--- src/rtl/packet_pkg.sv ---
// Types and constants shared by the packet packer and unpacker.
package packet_pkg;

   typedef enum logic [2:0] {
      HUNT    = 3'd0,
      SYNC    = 3'd1,
      PAD_PRE = 3'd2,
      PAYLOAD = 3'd3,
      DRAIN   = 3'd4
   } state_t;

   localparam int SYNC_SYMS = 4;
   localparam int PAD_SYMS  = 4;

   localparam shortint DEF_P0_I = 16'sd32767;
   localparam shortint DEF_P0_Q = 16'sd0;
   localparam shortint DEF_P1_I = 16'sd0;
   localparam shortint DEF_P1_Q = 16'sd32767;

   typedef struct packed {
      logic [15:0] i;
      logic [15:0] q;
   } iq_sample_t;

   function automatic iq_sample_t make_iq(input shortint i_val, input shortint q_val);
      iq_sample_t s;
      s.i = i_val;
      s.q = q_val;
      return s;
   endfunction

endpackage

--- src/rtl/packet_sync_detector.sv ---
// Run-length matcher for the alternating P0/P1 preamble; pulses o_sync_done
// on the final beat of the last sync symbol.
module packet_sync_detector
   import packet_pkg::*;
#(
   parameter int          NUM_SAMPLES = 100,
   parameter logic [31:0] P0          = 32'h7FFF_0000,
   parameter logic [31:0] P1          = 32'h0000_7FFF
) (
   input  logic        i_clk,
   input  logic        i_rst_b,
   input  logic        i_hunt,
   input  logic        i_sync,
   input  logic        i_beat,
   input  logic [31:0] i_sample,
   output logic        o_lock,
   output logic        o_lost,
   output logic        o_sync_done
);

   localparam int RW = $clog2(NUM_SAMPLES) + 1;
   localparam int SW = $clog2(SYNC_SYMS) + 1;
   localparam logic [RW-1:0] RUN_LAST = RW'(NUM_SAMPLES - 1);
   localparam logic [SW-1:0] SYM_LAST = SW'(SYNC_SYMS - 1);

   logic [RW-1:0] r_run;
   logic [SW-1:0] r_sym_idx;
   logic          w_is_p0;
   logic          w_match;
   logic          w_run_end;

   // Even symbols carry P0, odd symbols P1.
   assign w_is_p0     = (i_sample == P0);
   assign w_match     = (i_sample == (r_sym_idx[0] ? P1 : P0));
   assign w_run_end   = (r_run == RUN_LAST);

   assign o_lock      = i_hunt && i_beat && w_is_p0;
   assign o_lost      = i_sync && i_beat && !w_match && !w_is_p0;
   assign o_sync_done = i_sync && i_beat && w_match && w_run_end && (r_sym_idx == SYM_LAST);

   always_ff @(posedge i_clk) begin
      if (!i_rst_b) begin
         r_run     <= '0;
         r_sym_idx <= '0;
      end else if (o_lock) begin
         r_run     <= RW'(1);
         r_sym_idx <= '0;
      end else if (i_sync && i_beat) begin
         if (w_match) begin
            if (w_run_end) begin
               r_run     <= '0;
               r_sym_idx <= r_sym_idx + SW'(1);
            end else begin
               r_run <= r_run + RW'(1);
            end
         end else if (w_is_p0) begin
            r_run     <= RW'(1);
            r_sym_idx <= '0;
         end else begin
            r_run     <= '0;
            r_sym_idx <= '0;
         end
      end
   end

endmodule

--- src/rtl/packet_unpacker_module.sv ---
// Receive-side unpacker: locks on the sync preamble, skips the pad, samples
// one point per payload symbol and replays the words as one AXIS packet.
//   state   | meaning
//   HUNT    | discard samples until a P0 beat
//   SYNC    | matching the 4-symbol alternating preamble
//   PAD_PRE | skipping the pre-pad symbols
//   PAYLOAD | capturing one sample per payload symbol
//   DRAIN   | emitting captured words, input stalled
module packet_unpacker_module
   import packet_pkg::*;
#(
   parameter int      C_S00_AXIS_TDATA_WIDTH = 32,
   parameter int      C_M00_AXIS_TDATA_WIDTH = 32,
   parameter int      NUM_SAMPLES            = 100,
   parameter int      NUM_DATA               = 4,
   parameter int      CAPTURE_IDX            = NUM_SAMPLES / 2,
   parameter shortint p0_I                   = DEF_P0_I,
   parameter shortint p0_Q                   = DEF_P0_Q,
   parameter shortint p1_I                   = DEF_P1_I,
   parameter shortint p1_Q                   = DEF_P1_Q
) (
   input  logic                                  s00_axis_aclk,
   input  logic                                  s00_axis_aresetn,
   output logic [2:0]                            led,
   input  logic                                  s00_axis_tvalid,
   output logic                                  s00_axis_tready,
   input  logic [C_S00_AXIS_TDATA_WIDTH-1:0]     s00_axis_tdata,
   input  logic [(C_S00_AXIS_TDATA_WIDTH/8)-1:0] s00_axis_tstrb,
   input  logic                                  s00_axis_tlast,
   input  logic                                  m00_axis_tready,
   output logic                                  m00_axis_tvalid,
   output logic                                  m00_axis_tlast,
   output logic [C_M00_AXIS_TDATA_WIDTH-1:0]     m00_axis_tdata,
   output logic [(C_M00_AXIS_TDATA_WIDTH/8)-1:0] m00_axis_tstrb,
   output logic [31:0]                           pkt_count
);

   localparam logic [31:0] P0 = make_iq(p0_I, p0_Q);
   localparam logic [31:0] P1 = make_iq(p1_I, p1_Q);
   localparam int RW        = $clog2(NUM_SAMPLES) + 1;
   localparam int DW        = $clog2(NUM_DATA) + 1;
   localparam int PW        = $clog2(PAD_SYMS * NUM_SAMPLES) + 1;
   localparam int BUF_DEPTH = 1 << DW;
   localparam logic [RW-1:0] SAMP_LAST = RW'(NUM_SAMPLES - 1);
   localparam logic [RW-1:0] CAP       = RW'(CAPTURE_IDX);
   localparam logic [DW-1:0] DATA_LAST = DW'(NUM_DATA - 1);
   localparam logic [PW-1:0] PAD_LAST  = PW'(PAD_SYMS * NUM_SAMPLES - 1);
   localparam bit            BYPASS    = (NUM_DATA == 1) && (CAPTURE_IDX == NUM_SAMPLES - 1);

   state_t                            r_state, w_state_nxt;
   logic [PW-1:0]                     r_pad_cnt;
   logic [RW-1:0]                     r_samp;
   logic [DW-1:0]                     r_data_idx;
   logic [DW-1:0]                     r_out_idx;
   logic [C_S00_AXIS_TDATA_WIDTH-1:0] r_buf [BUF_DEPTH];
   logic                              r_s_tready;
   logic                              r_m_tvalid;
   logic                              r_m_tlast;
   logic [C_M00_AXIS_TDATA_WIDTH-1:0] r_m_tdata;
   logic [31:0]                       r_pkt_count;

   logic                              w_beat, w_m_hs, w_sym_end;
   logic                              w_lock, w_lost, w_sync_done;
   logic                              w_pad_done, w_pay_done, w_last_hs;
   logic [DW-1:0]                     w_next_idx;
   logic [C_S00_AXIS_TDATA_WIDTH-1:0] w_first_word;
   logic                              w_unused_in;

   assign w_unused_in  = ^{s00_axis_tstrb, s00_axis_tlast};
   assign w_beat       = s00_axis_tvalid && r_s_tready;
   assign w_m_hs       = r_m_tvalid && m00_axis_tready;
   assign w_sym_end    = (r_samp == SAMP_LAST);
   assign w_pad_done   = (r_state == PAD_PRE) && w_beat && (r_pad_cnt == '0);
   assign w_pay_done   = (r_state == PAYLOAD) && w_beat && w_sym_end && (r_data_idx == DATA_LAST);
   assign w_last_hs    = (r_state == DRAIN) && w_m_hs && (r_out_idx == DATA_LAST);
   assign w_next_idx   = r_out_idx + DW'(1);
   // With one word captured on the final sample, buf[0] is written on the same edge.
   assign w_first_word = BYPASS ? s00_axis_tdata : r_buf[0];

   packet_sync_detector #(
      .NUM_SAMPLES (NUM_SAMPLES),
      .P0          (P0),
      .P1          (P1)
   ) u_sync (
      .i_clk       (s00_axis_aclk),
      .i_rst_b     (s00_axis_aresetn),
      .i_hunt      (r_state == HUNT),
      .i_sync      (r_state == SYNC),
      .i_beat      (w_beat),
      .i_sample    (s00_axis_tdata[31:0]),
      .o_lock      (w_lock),
      .o_lost      (w_lost),
      .o_sync_done (w_sync_done)
   );

   always_ff @(posedge s00_axis_aclk) begin
      if (!s00_axis_aresetn) r_state <= HUNT;
      else                   r_state <= w_state_nxt;
   end

   always_comb begin
      w_state_nxt = r_state;
      case (r_state)
         HUNT:    if (w_lock) w_state_nxt = SYNC;
         SYNC:    if (w_sync_done) w_state_nxt = PAD_PRE;
                  else if (w_lost) w_state_nxt = HUNT;
         PAD_PRE: if (w_pad_done) w_state_nxt = PAYLOAD;
         PAYLOAD: if (w_pay_done) w_state_nxt = DRAIN;
         DRAIN:   if (w_last_hs) w_state_nxt = HUNT;
         default: w_state_nxt = HUNT;
      endcase
   end

   always_ff @(posedge s00_axis_aclk) begin
      if (r_state == PAYLOAD && w_beat && r_samp == CAP) r_buf[r_data_idx] <= s00_axis_tdata;
   end

   always_ff @(posedge s00_axis_aclk) begin
      if (!s00_axis_aresetn) begin
         r_pad_cnt   <= '0;
         r_samp      <= '0;
         r_data_idx  <= '0;
         r_out_idx   <= '0;
         r_s_tready  <= 1'b1;
         r_m_tvalid  <= 1'b0;
         r_m_tlast   <= 1'b0;
         r_m_tdata   <= '0;
         r_pkt_count <= '0;
      end else begin
         case (r_state)
            SYNC: if (w_sync_done) r_pad_cnt <= PAD_LAST;
            PAD_PRE: if (w_beat) begin
               if (r_pad_cnt == '0) begin
                  r_samp     <= '0;
                  r_data_idx <= '0;
               end else begin
                  r_pad_cnt <= r_pad_cnt - PW'(1);
               end
            end
            PAYLOAD: if (w_beat) begin
               if (w_sym_end) begin
                  r_samp <= '0;
                  if (r_data_idx == DATA_LAST) begin
                     r_s_tready <= 1'b0;
                     r_m_tvalid <= 1'b1;
                     r_m_tdata  <= w_first_word;
                     r_m_tlast  <= (NUM_DATA == 1);
                     r_out_idx  <= '0;
                  end else begin
                     r_data_idx <= r_data_idx + DW'(1);
                  end
               end else begin
                  r_samp <= r_samp + RW'(1);
               end
            end
            DRAIN: if (w_m_hs) begin
               if (r_out_idx == DATA_LAST) begin
                  r_m_tvalid  <= 1'b0;
                  r_m_tlast   <= 1'b0;
                  r_s_tready  <= 1'b1;
                  r_out_idx   <= '0;
                  r_pkt_count <= r_pkt_count + 32'd1;
               end else begin
                  r_out_idx <= w_next_idx;
                  r_m_tdata <= r_buf[w_next_idx];
                  r_m_tlast <= (w_next_idx == DATA_LAST);
               end
            end
            default: ;
         endcase
      end
   end

   assign led             = r_state;
   assign s00_axis_tready = r_s_tready;
   assign m00_axis_tvalid = r_m_tvalid;
   assign m00_axis_tlast  = r_m_tlast;
   assign m00_axis_tdata  = r_m_tdata;
   assign m00_axis_tstrb  = '1;
   assign pkt_count       = r_pkt_count;

endmodule

--- config.mk ---
export PLATFORM = sky130hd
export DESIGN_NAME = packet_unpacker_module
export DESIGN_NICKNAME = d
export VERILOG_FILES = /design/src/rtl/packet_pkg.sv /design/src/rtl/packet_sync_detector.sv /design/src/rtl/packet_unpacker_module.sv
export SDC_FILE = /design/constraint.sdc
export NUM_CORES = 1
export LEC_CHECK = 0
export CAP_MARGIN = 0
export CORE_ASPECT_RATIO = 1.2
export CORE_MARGIN = 2
export CORE_UTILIZATION = 45
export DETAILED_ROUTE_END_ITERATION = 7
export SYNTH_ARGS = -nofsm -noshare
export SYNTH_HDL_FRONTEND = slang
export SYNTH_SLANG_ARGS = --single-unit
--- constraint.sdc ---
create_clock -name s00_axis_aclk -period 6.66 [get_ports s00_axis_aclk]
set_input_delay 1.332 -clock s00_axis_aclk [delete_from_list [all_inputs] [get_ports s00_axis_aclk]]
set_output_delay 1.332 -clock s00_axis_aclk [all_outputs]
set_load 0.005 [all_outputs]
==> summary by stage, run 1 <==
Timing
The count of endpoints failing hold in the final timing report was 0. Headroom to the max-slew limit came out at 29.5%. In the post-route analysis, the smallest setup slack over all paths is 2.72 ns.

The minimum clock period is 3.94 ns. The sum of negative setup slack is 0 ns. Setup repair after global routing left no endpoint under its margin. The number of pins exceeding their max-slew limit in the final report came to 0. Of the available clock period, the critical path in the final layout requires 59.2%. The final count of negative-setup-slack endpoints is 0.

The timing-limited maximum frequency is 0.254 GHz. The clock arrives with 0.0194 ns of skew. At the pin with the least slew margin, the transition time is 1.06 ns.

Clock tree
The clock latency at the later pin of the worst-skew pair is 0.54 ns. The number of clock buffers inserted by TritonCTS is 38. The H-tree was split into 2 levels.

The number of hold buffers added after cts is 0. The clock root buffer is sky130_fd_sc_hd__clkbuf_16. The clock-pin slew on the worst setup and hold paths is 0.06 ns. After clock tree synthesis, the setup repair step added 0 buffers. The TritonCTS clock tree is built. The total of cells resized after clock tree synthesis is 0. Counting along the longest clock path gives a buffer depth of 3. The clock drives 361 sinks.

Logic synthesis
The commonest register cell after synthesis is sky130_fd_sc_hd__edfxtp_1. The sequential share of the synthesized area is 66.1%. The gate count after technology mapping is 1,015. The fraction of registers with async set or reset after synthesis is 0%. Yosys mapped a number of flops with a built-in enable equal to 256. The total of warnings raised by yosys is 0. The synthesized area is 14,800 µm².

Synthesis inferred 361 register bits. The number of unique standard cell types used by synthesis is 68. The synthesized area divided by synthesized cell count is 14.6 µm².

GRT
The total grt overflow is 0. The via count of the first global-routing pass came to 8,762. The first global-routing pass estimated 49,900 µm of wire. The maximum number of pins on one net before global-route repair is 67.

The initial antenna violation count came to 1. For this run, the total global-route usage over all layers was measured as 18.9%.

Final layout
Compared with the post-synthesis result, the final layout area differs by 18.7%. The number of nets in the finished design is 1,177. Summing all multi-input logic gate instances after layout gives 4800 µm². Across the whole layout, storage elements account for 9790 µm². Counting the fill cells in the layout gives 2,632. Cells with a size suffix above 1 make up 14.2% of the layout.

Detailed routing
After detailed routing, the number of vias per cell comes to 5.65. For this block, the routed nets add up to 32,000 µm of wire. Before antenna repair, the detailed router went through 5 iterations.

In the final routed layout, each cell accounts on average for 20.5 µm. The residual antenna-violating net count after detailed routing is 0. Summing over every cut layer, the via total after detailed routing is 8,824. For this run, design rule violations remaining after detail routing come to 0. After the first detailed-routing iteration, the DRC count stood at 715.

Worst setup path
The endpoint type of the worst setup path is a flop. STA puts the critical path data arrival time at 4.36 ns. The worst-case register-to-register setup slack is 3.25 ns. The worst reg2reg path endpoint is m00_axis_tdata[0]$_SDFFE_PN0P_. At the worst endpoint, the required time is 7.07 ns. The largest fanout on the critical path is 10. In this run the critical register-to-register path is launched from r_out_idx[0]$_SDFFE_PN0P_.

The number of cells on the worst reg-to-reg path is 8. The worst setup path is of the in -> reg kind. STA classifies the critical path startpoint as an input pin.

Floorplan
The number of placed I/O pins is 115. The floorplan die area is 34,400 µm². Measured along the y axis, the die boundary spans 203 µm. The die is 170 µm wide.

The cell row count is 72. The core region area is 32,300 µm². For this configuration, the core starts out at a cell density of 45.8%.

Placed design
Once detailed placement completed, the half-perimeter wirelength came to 18,400 µm. The final estimated routing congestion in global placement is 0.753. Prior to clock tree synthesis, the placed netlist has a worst setup slack of 2.19 ns. During placement, the flow inserted port buffers numbering 105.

Run status
The run finished with clean final reports.

Pwr
IR analysis of the VDD net gives a maximum drop of 0.166 mV. In this run the power density over the cells is 258 nW/µm². The cell leakage power is 5.84 nW.

Hold path
The worst hold path terminates at pkt_count[31]$_SDFFE_PN0P_. The worst hold path was traced through 2 stages. The worst hold path begins at pkt_count[31]$_SDFFE_PN0P_. The min-delay analysis places its worst path in the category reg -> reg.

Flow run
The number of maximum-capacitance violations is 0.
[per-stage QoR]
stage	util [%]	hold WS (ns)	instances	power (mW)	instance area, µm²
after global routing	54.3	0.509	1561	4.68	17600
after detailed placement	50.5	0.467	1490	2.51	16300
after global placement	50.5	0.454	1490	2.51	16300
after CTS	54.3	0.482	1560	4.58	17600
after floorplan	-	0.450	1018	2.46	14800
final	54.3	0.478	1561	4.54	17600
[cell usage after synthesis (13+ instances only)]
cell,n,area [µm²]
sky130_fd_sc_hd__edfxtp_1,256,7690
sky130_fd_sc_hd__inv_1,18,67.6
sky130_fd_sc_hd__nor4_1,14,87.6
sky130_fd_sc_hd__xnor2_1,28,245
sky130_fd_sc_hd__nand2_1,36,135
sky130_fd_sc_hd__nor3_1,26,130
sky130_fd_sc_hd__a21oi_1,47,235
sky130_fd_sc_hd__dfxtp_1,105,2100
sky130_fd_sc_hd__ha_1,13,163
sky130_fd_sc_hd__clkbuf_1,42,158
sky130_fd_sc_hd__mux4_2,64,1440
sky130_fd_sc_hd__nand4_1,17,106
sky130_fd_sc_hd__xor2_1,18,158
sky130_fd_sc_hd__a211oi_1,33,248
sky130_fd_sc_hd__nor2_1,133,499
sky130_fd_sc_hd__nand3_1,22,110
sky130_fd_sc_hd__mux2i_1,39,390
[flip-flops by register name (all words and copies together) (netlist names), 8 cells and up]
name / flops
m00_axis_tdata: 32
pkt_count: 32
r_buf: 256
r_pad_cnt: 10
r_samp: 8
u_sync.r_run: 8
[report_power, final]
group,internal [mW],switching (mW),leakage [nW]
Clock,1.22,0.853,0.615
Combinational,0.0217,0.0436,2.08
Sequential,2.40,0.0000000498,3.15
[kinds of logic (layout without fill, tap and decap cells)]
family                     Yosys count  count (layout)  share of synthesized area [%]
DFF                                361             361                           66.1
and+or+nand+nor                    299             299                           10.1
AOI/OAI and AO/OA                  118             118                           5.53
muxes                              104             104                           12.4
buffers and inverters               73             208                           1.99
xor gates and xnor gates            46              46                           2.72
adders and majority gates           13              13                           1.10
other                                1               5                         0.0253
[worst max-delay path: stages]
cell and delay, ns:
sky130_fd_sc_hd__clkdlybuf4s50_1 0.55, sky130_fd_sc_hd__nor4_1 0.51, sky130_fd_sc_hd__nand4_1 0.37, sky130_fd_sc_hd__nor4_1 0.74, sky130_fd_sc_hd__o21a_4 0.28, sky130_fd_sc_hd__mux2_1 0.34, sky130_fd_sc_hd__a41o_1 0.24
[per-layer routing]
metal  global-route usage [%]  part of all wire, %  vias up
met5                        0                    0        -
met4                     5.13                  2.1        0
met3                     3.27                  4.4       41
met2                     31.7                   49      203
met1                     25.6                   45     4468
li1                         -                    -     4112
[how the worst max path moves through the flow]
stage | endpoint | depth (start not counted) | slack, ns | start
global placement | led[0]$_SDFFE_PN0P_ | 7 | 2.23 | s00_axis_tdata[19]
detailed placement | led[0]$_SDFFE_PN0P_ | 7 | 2.19 | s00_axis_tdata[20]
floorplan | r_buf[0][0]$_DFFE_PP_ | 4 | 2.02 | s00_axis_tvalid
finish | led[0]$_SDFFE_PN0P_ | 7 | 2.72 | s00_axis_tdata[19]
global route | led[0]$_SDFFE_PN0P_ | 7 | 2.45 | s00_axis_tdata[19]
CTS | led[0]$_SDFFE_PN0P_ | 7 | 2.74 | s00_axis_tdata[20]
[layout make-up]
| class | count | share of cell area [%] |
|---|---|---|
| Multi-Input combinational cell | 584 | 27.3 |
| Timing Repair Buffer | 119 | 6.58 |
| Antenna cell | 1 | 0.0142 |
| Clock buffer | 56 | 6.43 |
| Clock inverter | 14 | 0.662 |
| Tap cell | 407 | 2.90 |
| Sequential cell | 361 | 55.7 |
| Inverter | 19 | 0.406 |
[layout by cell type (no fill, tap or decap), types with 5 or more instances in the layout]
master,n
sky130_fd_sc_hd__o21ai_0,10
sky130_fd_sc_hd__edfxtp_1,256
sky130_fd_sc_hd__clkbuf_16,39
sky130_fd_sc_hd__nand3_1,22
sky130_fd_sc_hd__inv_1,18
sky130_fd_sc_hd__ha_1,11
sky130_fd_sc_hd__and4_1,8
sky130_fd_sc_hd__clkbuf_1,8
sky130_fd_sc_hd__buf_4,14
sky130_fd_sc_hd__xor2_1,18
sky130_fd_sc_hd__nor3_1,24
sky130_fd_sc_hd__a21oi_1,47
sky130_fd_sc_hd__mux2i_1,39
sky130_fd_sc_hd__clkbuf_8,9
sky130_fd_sc_hd__mux4_2,64
sky130_fd_sc_hd__nand2_1,36
sky130_fd_sc_hd__clkinv_2,7
sky130_fd_sc_hd__nor2_4,6
sky130_fd_sc_hd__dfxtp_1,104
sky130_fd_sc_hd__xnor2_1,28
sky130_fd_sc_hd__nor4_1,14
sky130_fd_sc_hd__nand2b_1,5
sky130_fd_sc_hd__nor2_1,127
sky130_fd_sc_hd__clkdlybuf4s50_1,105
sky130_fd_sc_hd__nand4_1,17
sky130_fd_sc_hd__a211oi_1,33
(Power assumes the default switching activity.)
==> run 2, diff against run 1 <==
==> constraint.sdc (replaced) <==
create_clock -name s00_axis_aclk -period 4 [get_ports s00_axis_aclk]
set_input_delay 0.8 -clock s00_axis_aclk [delete_from_list [all_inputs] [get_ports s00_axis_aclk]]
set_output_delay 0.8 -clock s00_axis_aclk [all_outputs]
set_load 0.005 [all_outputs]
==> summary by stage, run 2 (same netlist as run 1, synthesis figures left out) <==
Timing
The worst setup skew after layout is 0.0193 ns (-0.000121 ns). The number of pins exceeding their max-slew limit in the final report was 0 (unchanged). The measured slew at the worst slew-check pin is 0.877 ns (-0.179 ns). The worst path uses 79.2% of the clock period. The sum of negative setup slack is 0 ns (unchanged).

The normalized max-slew margin is 41.5% (+12 points). Setup repair after global routing left no endpoint under its margin. The count of endpoints failing hold in the final timing report is 0 (unchanged). Based on the critical path, the design can be clocked at up to 0.315 GHz. The minimum clock period is 3.17 ns. The final count of negative-setup-slack endpoints is 0 (unchanged).

Placed design
The count of input and output buffers was 105 (unchanged). The estimated wirelength of the detail-placed design is 18,500 µm (+0.76%). The final estimated routing congestion in global placement is 0.786 (+4.4%).

The count of placed standard cells including taps is 1,512 (+1.5%).

Detailed routing
The DRC violations left came to 0 (unchanged). The routed via count divided by cell count is 5.59 (-1.1%). The wire length reported by the detailed router was 32,200 µm (+0.53%). The detailed router's first-iteration violation count was 633 (-11%). The average detailed-routed wire length per instance was 20.4 µm (-0.87%). The total vias in the final route came to 8,846 (+0.25%). The total iterations of the first detailed-routing run is 5 (unchanged). The residual antenna-violating net count after detailed routing is 0 (unchanged).

GRT
The total grt overflow was 0 (unchanged). The initial antenna violation count is 2 (+1). The wire length of the first global-routing pass was 50,700 µm (+1.4%). The all-layer global routing usage is 19.2% (+0.25 points). The via count of the first global-routing pass is 8,967 (+2.3%).

The maximum number of pins on one net before global-route repair was 66 (-1.5%).

Clock tree
The number of hold buffers added after cts was 0 (unchanged). The count of buffers added by post-CTS timing repair for setup was 0 (unchanged). The total of cells resized after clock tree synthesis is 0 (unchanged). The TritonCTS clock tree is built. The buffer levels on the longest clock path is 3 (unchanged). The clock latency at the later pin of the worst-skew pair came to 0.54 ns (about the same). The number of sinks handled by clock tree synthesis was 361 (unchanged). The level count of the clock H-tree is 2 (unchanged). The clock-pin slew on the worst setup and hold paths came to 0.06 ns (about the same). Clock tree synthesis selected as its root buffer the cell sky130_fd_sc_hd__clkbuf_16. The number of clock buffers inserted by TritonCTS is 38 (unchanged).

Final layout
The share of cells above drive strength 1 is 15.4% (+1.2 points). The count of placed standard cells in the final layout, fillers left out came to 1,583 (+1.4%). The number of flip-flops under the largest register name is 256 (unchanged).

The number of nets in the finished design is 1,199 (+1.9%). In the layout the commonest cells are sky130_fd_sc_hd__edfxtp_1 (256), sky130_fd_sc_hd__nor2_1 (127), sky130_fd_sc_hd__clkdlybuf4s50_1 (105). From synthesis to final layout, the design area changed by 21.6%. The count of fill cells added during filler insertion is 2,600 (-1.2%). Leaving out fill and tap cells, the most frequent cell in the layout is sky130_fd_sc_hd__edfxtp_1. The fraction of the core area covered by cells at the end of the flow is 55.7% (+1.3 points). Ranked by flip-flop count, first place goes to r_buf.

Pwr
The worst vdd rail ir drop is 0.290 mV (+74%). The power per cell area is 442 nW/µm² (+71%). The design internal power came to 6.46 mW (+77%). The cell leakage power is 6.01 nW (+3.0%). The fraction of power consumed by combinational cells is 1.5% (about the same). The clock share of power came to 48.3% (+2.6 points).

The overall power consumption was 7.96 mW (+75%). The switching power came to 1.50 mW (+67%). The part of the power in registers was 50.2% (-2.7 points). The switching share of total power was 18.8% (-0.92 points).

Floorplan
The core region area is 32,300 µm² (unchanged). The die width is 170 µm (unchanged). The floorplan die area is 34,400 µm² (unchanged).

The height of the chip was 203 µm (unchanged). The number of placed I/O pins is 115 (unchanged). The cell row count is 72 (unchanged). The initial core utilization is 45.8% (unchanged).

Worst setup path
The endpoint type of the worst setup path is a flop. Among cell families on the critical path, the largest total delay comes from simple AND/OR/NAND/NOR gates. The cell type of the slowest stage on the worst timing path is sky130_fd_sc_hd__clkdlybuf4s50_1. By startpoint and endpoint, the worst setup path is classified as in -> reg. The endpoint required time on the critical path was 4.42 ns (-2.65 ns).

The combined buffer and inverter count along the critical path is 2 (+1). STA classifies the critical path startpoint as an input pin. The arrival time at the worst endpoint is 3.59 ns (-0.77 ns). The longest individual stage delay on the worst path was 0.58 ns (-0.16 ns). The largest fanout on the critical path is 10 (unchanged). The cell repeated most along the worst path is sky130_fd_sc_hd__nor4_1. The critical path goes through clkdlybuf4s50_1, nor4_1, nand4_1, nor4_1, buf_4, o21a_4, mux2_1, a41o_1.

Hold path
The min-delay analysis places its worst path in the category reg -> reg.

Run status
The flow ran to the end, and the final reports show no timing, DRC or antenna violations.

Flow run
The number of maximum-capacitance violations is 0 (unchanged).
[run 2: cell types whose count changed in the layout (fill, tap and decap cells not counted), sizes merged]
cell	delta
bufinv	+8
clkinv	-4
clkinvlp	-1
clkbuf	-4
buf	+22
diode	+1
[run 2: per-stage QoR]
| step | hold WS, ns | cell area, µm² | worst slack, ns |
|---|---|---|---|
| global placement | 0.456 | 16600 | 0.292 |
| CTS | 0.475 | 18000 | 0.818 |
| global route | 0.502 | 18000 | 0.758 |
| floorplan | 0.450 | 14800 | 0.749 |
| finish | 0.469 | 18000 | 0.830 |
| detailed placement | 0.466 | 16600 | 0.273 |
[run 2: final timing paths]
| check | from | to | slack [ns] | cells past startpoint |
|---|---|---|---|---|
| max | s00_axis_tdata[19] | led[0]$_SDFFE_PN0P_ | 0.83 | 8 |
| min | pkt_count[31]$_SDFFE_PN0P_ | pkt_count[31]$_SDFFE_PN0P_ | 0.47 | 2 |
| max reg2reg | r_data_idx[1]$_SDFFE_PN0P_ | m00_axis_tdata[12]$_SDFFE_PN0P_ | 1.16 | 9 |
| min reg2reg | pkt_count[31]$_SDFFE_PN0P_ | pkt_count[31]$_SDFFE_PN0P_ | 0.47 | 2 |
[run 2: power groups by stage]
stage | registers, mW | clock network (mW) | logic [mW]
floorplan | 4.08 | 0 | 0.0265
global placement | 4.07 | 0 | 0.120
detailed placement | 4.07 | 0 | 0.123
CTS | 3.99 | 3.92 | 0.123
global route | 3.99 | 4.07 | 0.133
finish | 3.99 | 3.84 | 0.123
[run 2: cell type report]
cell class	count	area (µm²)	share of cell area, %
multi-input cells	584	4810	26.7
clock buffers	52	1040	5.80
well taps	407	509	2.83
flip-flops and latches	361	9790	54.4
inverters	19	71.3	0.396
repair buffers	141	1430	7.97
clock inverters	17	332	1.84
diodes	2	5.00	0.0278
[run 2: worst register-to-register path: stages (launching register included)]
cell,delay [ns]
sky130_fd_sc_hd__dfxtp_1,0.55
sky130_fd_sc_hd__ha_1,0.24
sky130_fd_sc_hd__ha_1,0.21
sky130_fd_sc_hd__nand3_1,0.09
sky130_fd_sc_hd__o31ai_1,0.41
sky130_fd_sc_hd__nand4_1,0.16
sky130_fd_sc_hd__buf_4,0.42
sky130_fd_sc_hd__a211oi_1,0.55
sky130_fd_sc_hd__a21oi_1,0.07
sky130_fd_sc_hd__nor2_1,0.10
[run 2: routing by layer]
layer | routed length [µm] | share of wire, % | GRT usage (%) | vias up
li1 | - | - | - | 4161
met1 | 14400 | 45 | 25.1 | 4447
met2 | 15600 | 48 | 32.5 | 198
met3 | 1450 | 4.5 | 3.27 | 40
met4 | 794 | 2.5 | 6.29 | 0
met5 | 0 | 0 | 0 | -
